`src/rtl/can_mac_pkg.sv`:
```
// Shared types, constants and the CRC-15 step function for the CAN MAC.
package can_mac_pkg;

  localparam int CAN_CRC_W = 15;
  localparam logic [CAN_CRC_W-1:0] CAN_CRC_POLY = 15'h4599;

  typedef enum logic [1:0] {
    IDLE,
    ACCUM,
    CRC_FIELD,
    DONE
  } crc_state_t;

  // One bit-serial step: feedback is the incoming bit XOR the current MSB.
  function automatic logic [CAN_CRC_W-1:0] crc15_next(input logic [CAN_CRC_W-1:0] crc,
                                                      input logic b);
    logic inv;
    inv = b ^ crc[CAN_CRC_W-1];
    return {crc[CAN_CRC_W-2:0], 1'b0} ^ (inv ? CAN_CRC_POLY : '0);
  endfunction

endpackage

```
`src/rtl/can_crc15_lfsr.sv`:
```
// CAN CRC-15 shift register with synchronous clear and clock enable.
module can_crc15_lfsr
  import can_mac_pkg::*;
(
  input  logic                 clk,
  input  logic                 rst,
  input  logic                 clr,
  input  logic                 en,
  input  logic                 bit_in,
  output logic [CAN_CRC_W-1:0] crc,
  output logic [CAN_CRC_W-1:0] crc_next
);

  assign crc_next = crc15_next(crc, bit_in);

  always_ff @(posedge clk or posedge rst) begin
    if (rst) begin
      crc <= '0;
    end else if (clr) begin
      crc <= '0;
    end else if (en) begin
      crc <= crc_next;
    end
  end

endmodule

```
`src/rtl/can_mac_crc_seq.sv`:
```
// Per-frame CRC-15 sequencer: accumulate covered bits, snapshot, then
// serialise (TX) or check (RX) the 15-bit CRC field MSB first.
module can_mac_crc_seq
  import can_mac_pkg::*;
#(
  parameter int CRC_W = 15
) (
  input  logic             clk,
  input  logic             rst,
  input  logic             frame_start,
  input  logic             tx_mode,
  input  logic             bit_strb,
  input  logic             bit_val,
  input  logic             field_end,
  input  logic             abort,
  output logic             tx_crc_bit,
  output logic             tx_crc_valid,
  output logic [CRC_W-1:0] crc_val,
  output logic             crc_done,
  output logic             crc_err,
  output logic             busy
);

  crc_state_t           state_q, state_d;
  logic [3:0]           cnt_q, cnt_d;
  logic [CAN_CRC_W-1:0] snap_q, snap_d;
  logic                 err_q, err_d;
  logic                 tx_q, tx_d;
  logic                 lfsr_clr, lfsr_en;
  logic [CAN_CRC_W-1:0] lfsr_crc, lfsr_next;

  can_crc15_lfsr u_lfsr (
    .clk     (clk),
    .rst     (rst),
    .clr     (lfsr_clr),
    .en      (lfsr_en),
    .bit_in  (bit_val),
    .crc     (lfsr_crc),
    .crc_next(lfsr_next)
  );

  always_ff @(posedge clk or posedge rst) begin
    if (rst) begin
      state_q <= IDLE;
      cnt_q   <= '0;
      snap_q  <= '0;
      err_q   <= 1'b0;
      tx_q    <= 1'b0;
    end else begin
      state_q <= state_d;
      cnt_q   <= cnt_d;
      snap_q  <= snap_d;
      err_q   <= err_d;
      tx_q    <= tx_d;
    end
  end

  always_comb begin
    state_d  = state_q;
    cnt_d    = cnt_q;
    snap_d   = snap_q;
    err_d    = err_q;
    tx_d     = tx_q;
    lfsr_clr = 1'b0;
    lfsr_en  = 1'b0;
    if (frame_start) begin
      state_d  = ACCUM;
      err_d    = 1'b0;
      tx_d     = tx_mode;
      lfsr_clr = 1'b1;
    end else if (abort) begin
      state_d = IDLE;
    end else begin
      case (state_q)
        ACCUM: begin
          if (bit_strb) begin
            lfsr_en = 1'b1;
            // The closing bit is folded in, so capture the LFSR's next value.
            if (field_end) begin
              snap_d  = lfsr_next;
              cnt_d   = 4'd14;
              state_d = CRC_FIELD;
            end
          end
        end
        CRC_FIELD: begin
          if (bit_strb) begin
            if (!tx_q && (bit_val != snap_q[cnt_q])) err_d = 1'b1;
            cnt_d = cnt_q - 4'd1;
            if (cnt_q == 4'd0) state_d = DONE;
          end
        end
        DONE:    state_d = IDLE;
        default: state_d = state_q;
      endcase
    end
  end

  assign tx_crc_valid = (state_q == CRC_FIELD) && tx_q;
  assign tx_crc_bit   = tx_crc_valid && snap_q[cnt_q];
  assign crc_val      = snap_q;
  assign crc_done     = (state_q == DONE);
  assign crc_err      = err_q;
  assign busy         = (state_q == ACCUM) || (state_q == CRC_FIELD);

endmodule

```
`config.mk`:
```
export PLATFORM = sky130hd
export DESIGN_NAME = can_mac_crc_seq
export DESIGN_NICKNAME = d
export VERILOG_FILES = /design/src/rtl/can_mac_pkg.sv /design/src/rtl/can_crc15_lfsr.sv /design/src/rtl/can_mac_crc_seq.sv
export SDC_FILE = /design/constraint.sdc
export NUM_CORES = 1
export LEC_CHECK = 0
export CORE_ASPECT_RATIO = 1.25
export CORE_MARGIN = 2
export CORE_UTILIZATION = 55
export DETAILED_ROUTE_END_ITERATION = 8
export GPL_TIMING_DRIVEN = 0
export PLACE_DENSITY = 0.88
export SKIP_CTS_REPAIR_TIMING = 1
export SYNTH_ARGS = -nofsm -noshare
export SYNTH_HDL_FRONTEND = slang
export SYNTH_SLANG_ARGS = --single-unit
```
`constraint.sdc`:
```
create_clock -name clk -period 2.8 [get_ports clk]
set_input_delay 0.56 -clock clk [delete_from_list [all_inputs] [get_ports clk]]
set_output_delay 0.56 -clock clk [all_outputs]
set_load 0.01 [all_outputs]
```
==> impl_metrics.ini, run 1 <==
[yosys]
async_flop_share_pct = 100
synthTopCellsByCount = dfrtp_1 (38), nand2_1 (28), a21oi_1 (17), nor2_1 (10), inv_1 (9)
synth_top_area_cell = dfrtp_1
synth-adder-area-share_pct = 2.62
synth_ff_type = dfrtp_1
synth_compound_area_share_pct = 9.95
synth.area.top_cells = dfrtp_1 (50%), mux2_4 (6.3%), nand2_1 (5.5%), a21oi_1 (4.5%), mux2_1 (3.5%)
ys_ff_latch = 38
synth_top_area_share_pct = 49.7
synth_enable_flop_cells = 0
synth_area_um2 = 1910
seq_area_frac_synth_pct = 49.7
synth.distinct_cells = 39
synth_xor_area_share_pct = 4.06
yosysMostFrequentCell = dfrtp_1
syn_inst = 175
synth.net_count = 187
synthSimpleGateAreaFrac_pct = 13.0
synth.area.mux_share_pct = 15.5
yosysWarnings = 0
synth_top_family_by_area = multiplexers
synth_area_per_cell_um2 = 10.9

[timing]
final-hold-violation-count = 0
fin_tns_setup_ns = 0
finalCriticalPeriod_ns = 2.46
rsz0062_at_grt = false
fin_crit_sh_pct = 87.7
clock_skew_ns = 0.00725
report.final.slew_viol_count = 0
worst_pin_slew_ns = 0.745
relSlewSlack_pct = 49.9
setup_viol = 0
fmax_mhz = 407

[critical_path]
cp.arrival_ns = 1.90
start_kind = flop
required_ns = 2.24
slowest_delay_ns = 0.54
path_class = flop to primary output
crit_slowest_cell = clkdlybuf4s50_1
worstPathCellList = inv_1, ha_1, buf_2, and2_1, clkdlybuf4s50_1
cp-end-kind = primary output
worst-path-max-fanout = 10

[grt]
grt_pass1_wl_um = 7170
antenna_found_initial = 0
grt_max_degree = 26
grt-ovfl-total = 0
grt_pass1_vias = 1466
grt_use_total_pct = 24.0

[layout]
area_growth_pct = 25.6
drive_gt1_share_pct = 14.2
final_cells = 248
n_antenna_cell = 0
nets = 222

[place]
place_inst = 240
port_buffers = 27
hpwl_um = 2990
gp_congestion = 0.846

[routing]
drc_errors = 0
wirelength_um = 4310
drt_iter0_drc = 37
wire_per_inst_um = 17.4
via_per_inst = 5.74
drtPass1Iterations = 4
via_count = 1424
ant_nets = 0

[cts]
htree_num_levels = 2
cts_buffer_depth = 2
clkSinkCount = 38
insertion_delay_ns = 0.29
clkTransAtPathRegs_ns = 0.07
cts_buffers = 5
clock_tree.root_cell = clkbuf_8
tritoncts = built

[pwr]
power_mw = 1.63
p_leak_nw = 1.10
ir_drop_uv = 627
p_per_area_nw_per_um2 = 678

[worst_hold_path]
holdCritPathClass = flop to flop

[die]
initial_core_util_pct = 58.8
fp-row-count = 23
dieArea_um2 = 3970
core_area_um2 = 3250
die_x_um = 56.7
fp.dieH_um = 69.9
ios = 28

[run]
drv_cap = 0

[outcome]
status = finished, final reports clean
[final cells by class]
| type | count | area (um^2) |
|---|---|---|
| clock buffer | 6 | 82.6 |
| sequential | 38 | 951 |
| timing repair buffer | 28 | 300 |
| clock inverter | 2 | 60.1 |
| inverter | 9 | 33.8 |
| fill | 227 | 851 |
| tap | 37 | 46.3 |
| multi-input combinational | 118 | 863 |
| buffer | 10 | 63.8 |
[sequential cells by signal, indices dropped and copies added, names as in the netlist]
signal	count
cnt_q	4
crc_err	1
crc_val	15
state_q	2
tx_q	1
u_lfsr.crc	15
[worst paths after layout]
check,startpoint,endpoint,slack [ns],cells past startpoint
min reg2reg,tx_q$_DFFE_PP0P_,tx_q$_DFFE_PP0P_,0.52,1
max reg2reg,state_q[0]$_DFFE_PP0P_,cnt_q[0]$_DFFE_PP0P_,0.70,8
max,state_q[0]$_DFFE_PP0P_,tx_crc_valid,0.34,5
min,tx_q$_DFFE_PP0P_,tx_q$_DFFE_PP0P_,0.52,1
min in group asynchronous,rst,crc_val[7]$_DFFE_PP0P_,0.64,2
max in group asynchronous,rst,crc_val[0]$_DFFE_PP0P_,1.63,3
[metrics by stage]
| step | worst slack (ns) | instance area [um^2] | hold slack, ns | utilization (%) |
|---|---|---|---|---|
| after global placement | 0.325 | 2230 | 0.500 | 68.5 |
| final | 0.343 | 2400 | 0.519 | 73.8 |
| after global routing | 0.244 | 2400 | 0.534 | 73.8 |
| after detailed placement | 0.250 | 2260 | 0.504 | 69.4 |
| after CTS | 0.0692 | 2400 | 0.521 | 73.8 |
| after floorplan | 0.951 | 1910 | 0.486 | - |
[kinds of logic after synthesis]
logic type,count (synthesis)
AOI/OAI and AO/OA,31
xor gates and xnor gates,8
adders and majority gates,4
buffers and inverters,19
DFF,38
muxes,21
and+or+nand+nor,54
[placed cells by master (no fill, tap or decap), types with 3 or more instances in the layout]
cell type and instances:
buf_2 3, nor2_1 10, mux2i_1 3, a21oi_1 17, clkdlybuf4s50_1 26, clkbuf_1 3, clkbuf_8 6, mux4_2 3
dfrtp_1 38, xnor2_1 7, ha_1 4, inv_1 9, and2_1 4, mux2_1 6, mux2_4 8, buf_6 3
nand2_1 28
[worst max-delay path, delay by kind of cell, from the launching register on]
kind	cells	cell delay, ns
buffers and inverters	3	0.84
flip-flops	1	0.42
adder cells (fa/ha/maj)	1	0.16
AND/OR/NAND/NOR	1	0.17
[where the power goes]
group | leakage (nW) | total [mW] | switching, mW | internal, mW
clock | 0.0714 | 0.576 | 0.196 | 0.380
sequential | 0.494 | 0.672 | 0.0626 | 0.609
combinational | 0.530 | 0.379 | 0.162 | 0.218
total | 1.10 | 1.63 | 0.421 | 1.21
[metal layers]
layer	track usage (%)	part of all wire [%]
met1	30.0	41
met2	39.1	53
met3	5.93	4.1
met4	10.6	1.8
met5	0	0
Power figures use the tool's default switching activity.
==> run 2: changes to the inputs <==
--- a/config.mk
+++ b/config.mk
@@ -10,7 +10,9 @@
 export CORE_UTILIZATION = 55
 export DETAILED_ROUTE_END_ITERATION = 8
 export GPL_TIMING_DRIVEN = 0
+export MAX_ROUTING_LAYER = met4
 export PLACE_DENSITY = 0.88
+export REMOVE_ABC_BUFFERS = 1
 export SKIP_CTS_REPAIR_TIMING = 1
 export SYNTH_ARGS = -nofsm -noshare
 export SYNTH_HDL_FRONTEND = slang
==> constraint.sdc (replaced) <==
create_clock -name clk -period 2.8 [get_ports clk]
set_input_delay 0.42 -clock clk [delete_from_list [all_inputs] [get_ports clk]]
set_output_delay 0.42 -clock clk [all_outputs]
set_load 0.01 [all_outputs]
==> run 2 against run 1 <==
Fmax is 5.4% lower; non-clock buffer count is 11 lower; sequential power is 1% higher; routed wire length is 7.6% lower; global-route usage is 0.41 points lower; clock power is 32% lower; clock-buffer cell count stayed put; critical endpoint is now tx_crc_bit; largest power group unchanged.
==> impl_metrics.ini, run 2 (synthesis gave the netlist of run 1 again) <==
[worst_hold_path]
holdCritPathClass = flop to flop
worstHoldEndpoint = crc_err$_DFFE_PP0P_
min_from = crc_err$_DFFE_PP0P_
whs_path_depth = 1

[critical_path]
reg2reg_from = state_q[1]$_DFFE_PP0P_
worst-path-max-fanout = 7
cp-end-kind = primary output
reg2reg_depth = 5
start_kind = flop
regToRegEndpoint = crc_val[2]$_DFFE_PP0P_
cp.arrival_ns = 2.18
rrSetupSlack_ns = 0.45
required_ns = 2.38
path_class = flop to primary output

[grt]
grt_max_degree = 39
antenna_found_initial = 0
grt-ovfl-total = 0
grtUsageMet3_pct = 4.81
grt_pass1_vias = 1442
grt_use_met1_pct = 29.9
met2_usage_pct = 37.7
grt_use_total_pct = 23.6
grt.busiest_layer = met2
grt_pass1_wl_um = 7000

[routing]
drc_errors = 0
drtPass1Iterations = 4
via_per_inst = 5.91
via_count = 1401
drt_iter0_drc = 58
ant_nets = 0
wirelength_um = 3980
wire_per_inst_um = 16.8

[cts]
htree_num_levels = 2
tritoncts = built
cts_buffers = 5
insertion_delay_ns = 0.29
clkTransAtPathRegs_ns = 0.07
clock_tree.root_cell = clkbuf_8
clkSinkCount = 38
cts_buffer_depth = 2

[outcome]
status = finished, final reports clean

[die]
dieArea_um2 = 3970
ios = 28
fp-row-count = 23
core_area_um2 = 3250
fp.dieH_um = 69.9
initial_core_util_pct = 58.8
die_x_um = 56.7

[run]
drv_cap = 0

[pwr]
clkPwrFrac_pct = 27.5
p_int_mw = 1.01
seqPwrFrac_pct = 47.6
power_mw = 1.43
p_leak_nw = 1.00
swShare_pct = 29.1
combPwrFrac_pct = 24.8
p_sw_mw = 0.416
p_per_area_nw_per_um2 = 632
ir_drop_uv = 512

[timing]
setup_viol = 0
relSlewSlack_pct = 44.6
final-hold-violation-count = 0
fin_crit_sh_pct = 92.7
finalCriticalPeriod_ns = 2.60
worst_pin_slew_ns = 0.829
clock_skew_ns = 0.00545
rsz0062_at_grt = false
report.final.slew_viol_count = 0
fmax_mhz = 385

[layout]
layout_common_cells = dfrtp_1 (37), nand2_1 (28), clkdlybuf4s50_1 (27)
area_growth_pct = 18.3
nets = 211
final_common_cell = dfrtp_1
utilization_pct = 69.6
drive_gt1_share_pct = 13.0
final_cells = 237
n_antenna_cell = 0

[place]
gp_congestion = 0.818
place_inst = 229
hpwl_um = 2740
port_buffers = 27
## run 2: cell count changes in the layout (fill, tap and decap cells not counted), moves of 2 or more
cell,change
buf_6,-3
clkbuf_1,-3
buf_2,-3
bufinv_16,-2
## run 2: area by class of cell
class / count / area (um^2)
timing repair buffer: 27 / 270
inverter: 9 / 33.8
clock inverter: 2 / 12.5
clock buffer: 6 / 82.6
tap: 37 / 46.3
multi-input combinational: 118 / 865
sequential: 38 / 952
fill: 233 / 990
## run 2: stage by stage
stage	instance area (um^2)	hold WS, ns	TNS [ns]	setup WS, ns
5_1_grt	2260	0.558	0	0.107
4_1_cts	2260	0.527	0	0.0348
2_1_floorplan	1850	0.483	0	0.650
6_report	2260	0.515	0	0.204
3_3_place_gp	2160	0.496	-2.38	-0.189
3_5_place_dp	2160	0.511	-3.65	-0.283
## run 2: worst max-delay path by stage
stage	endpoint	from	slack, ns
after floorplan	crc_val[14]$_DFFE_PP0P_	state_q[1]$_DFFE_PP0P_	0.65
after global placement	crc_val[11]$_DFFE_PP0P_	abort	-0.19
after detailed placement	crc_val[14]$_DFFE_PP0P_	bit_strb	-0.28
after CTS	crc_val[14]$_DFFE_PP0P_	abort	0.03
after global routing	tx_crc_bit	cnt_q[0]$_DFFE_PP0P_	0.11
final	tx_crc_bit	cnt_q[0]$_DFFE_PP0P_	0.20
## run 2: routing by layer
metal	routed length (um)	part of all wire, %	up-vias
li1	-	-	643
met3	223	5.6	12
met1	1620	41	698
met4	86	2.2	0
met5	0	0	-
met2	2060	52	48
## run 2: power by group through the flow
stage / clock network (mW) / registers [mW] / logic (mW)
floorplan: 0 / 0.688 / 0.195
global placement: 0 / 0.681 / 0.342
detailed placement: 0 / 0.687 / 0.355
CTS: 0.394 / 0.679 / 0.357
global route: 0.418 / 0.690 / 0.385
finish: 0.394 / 0.681 / 0.355
## run 2: critical path, cell delays in order (launching register included)
cell	delay (ns)
dfrtp_2	0.48
mux4_2	0.53
mux2i_1	0.17
o22a_2	0.20
nor2b_1	0.05
clkdlybuf4s50_1	0.47
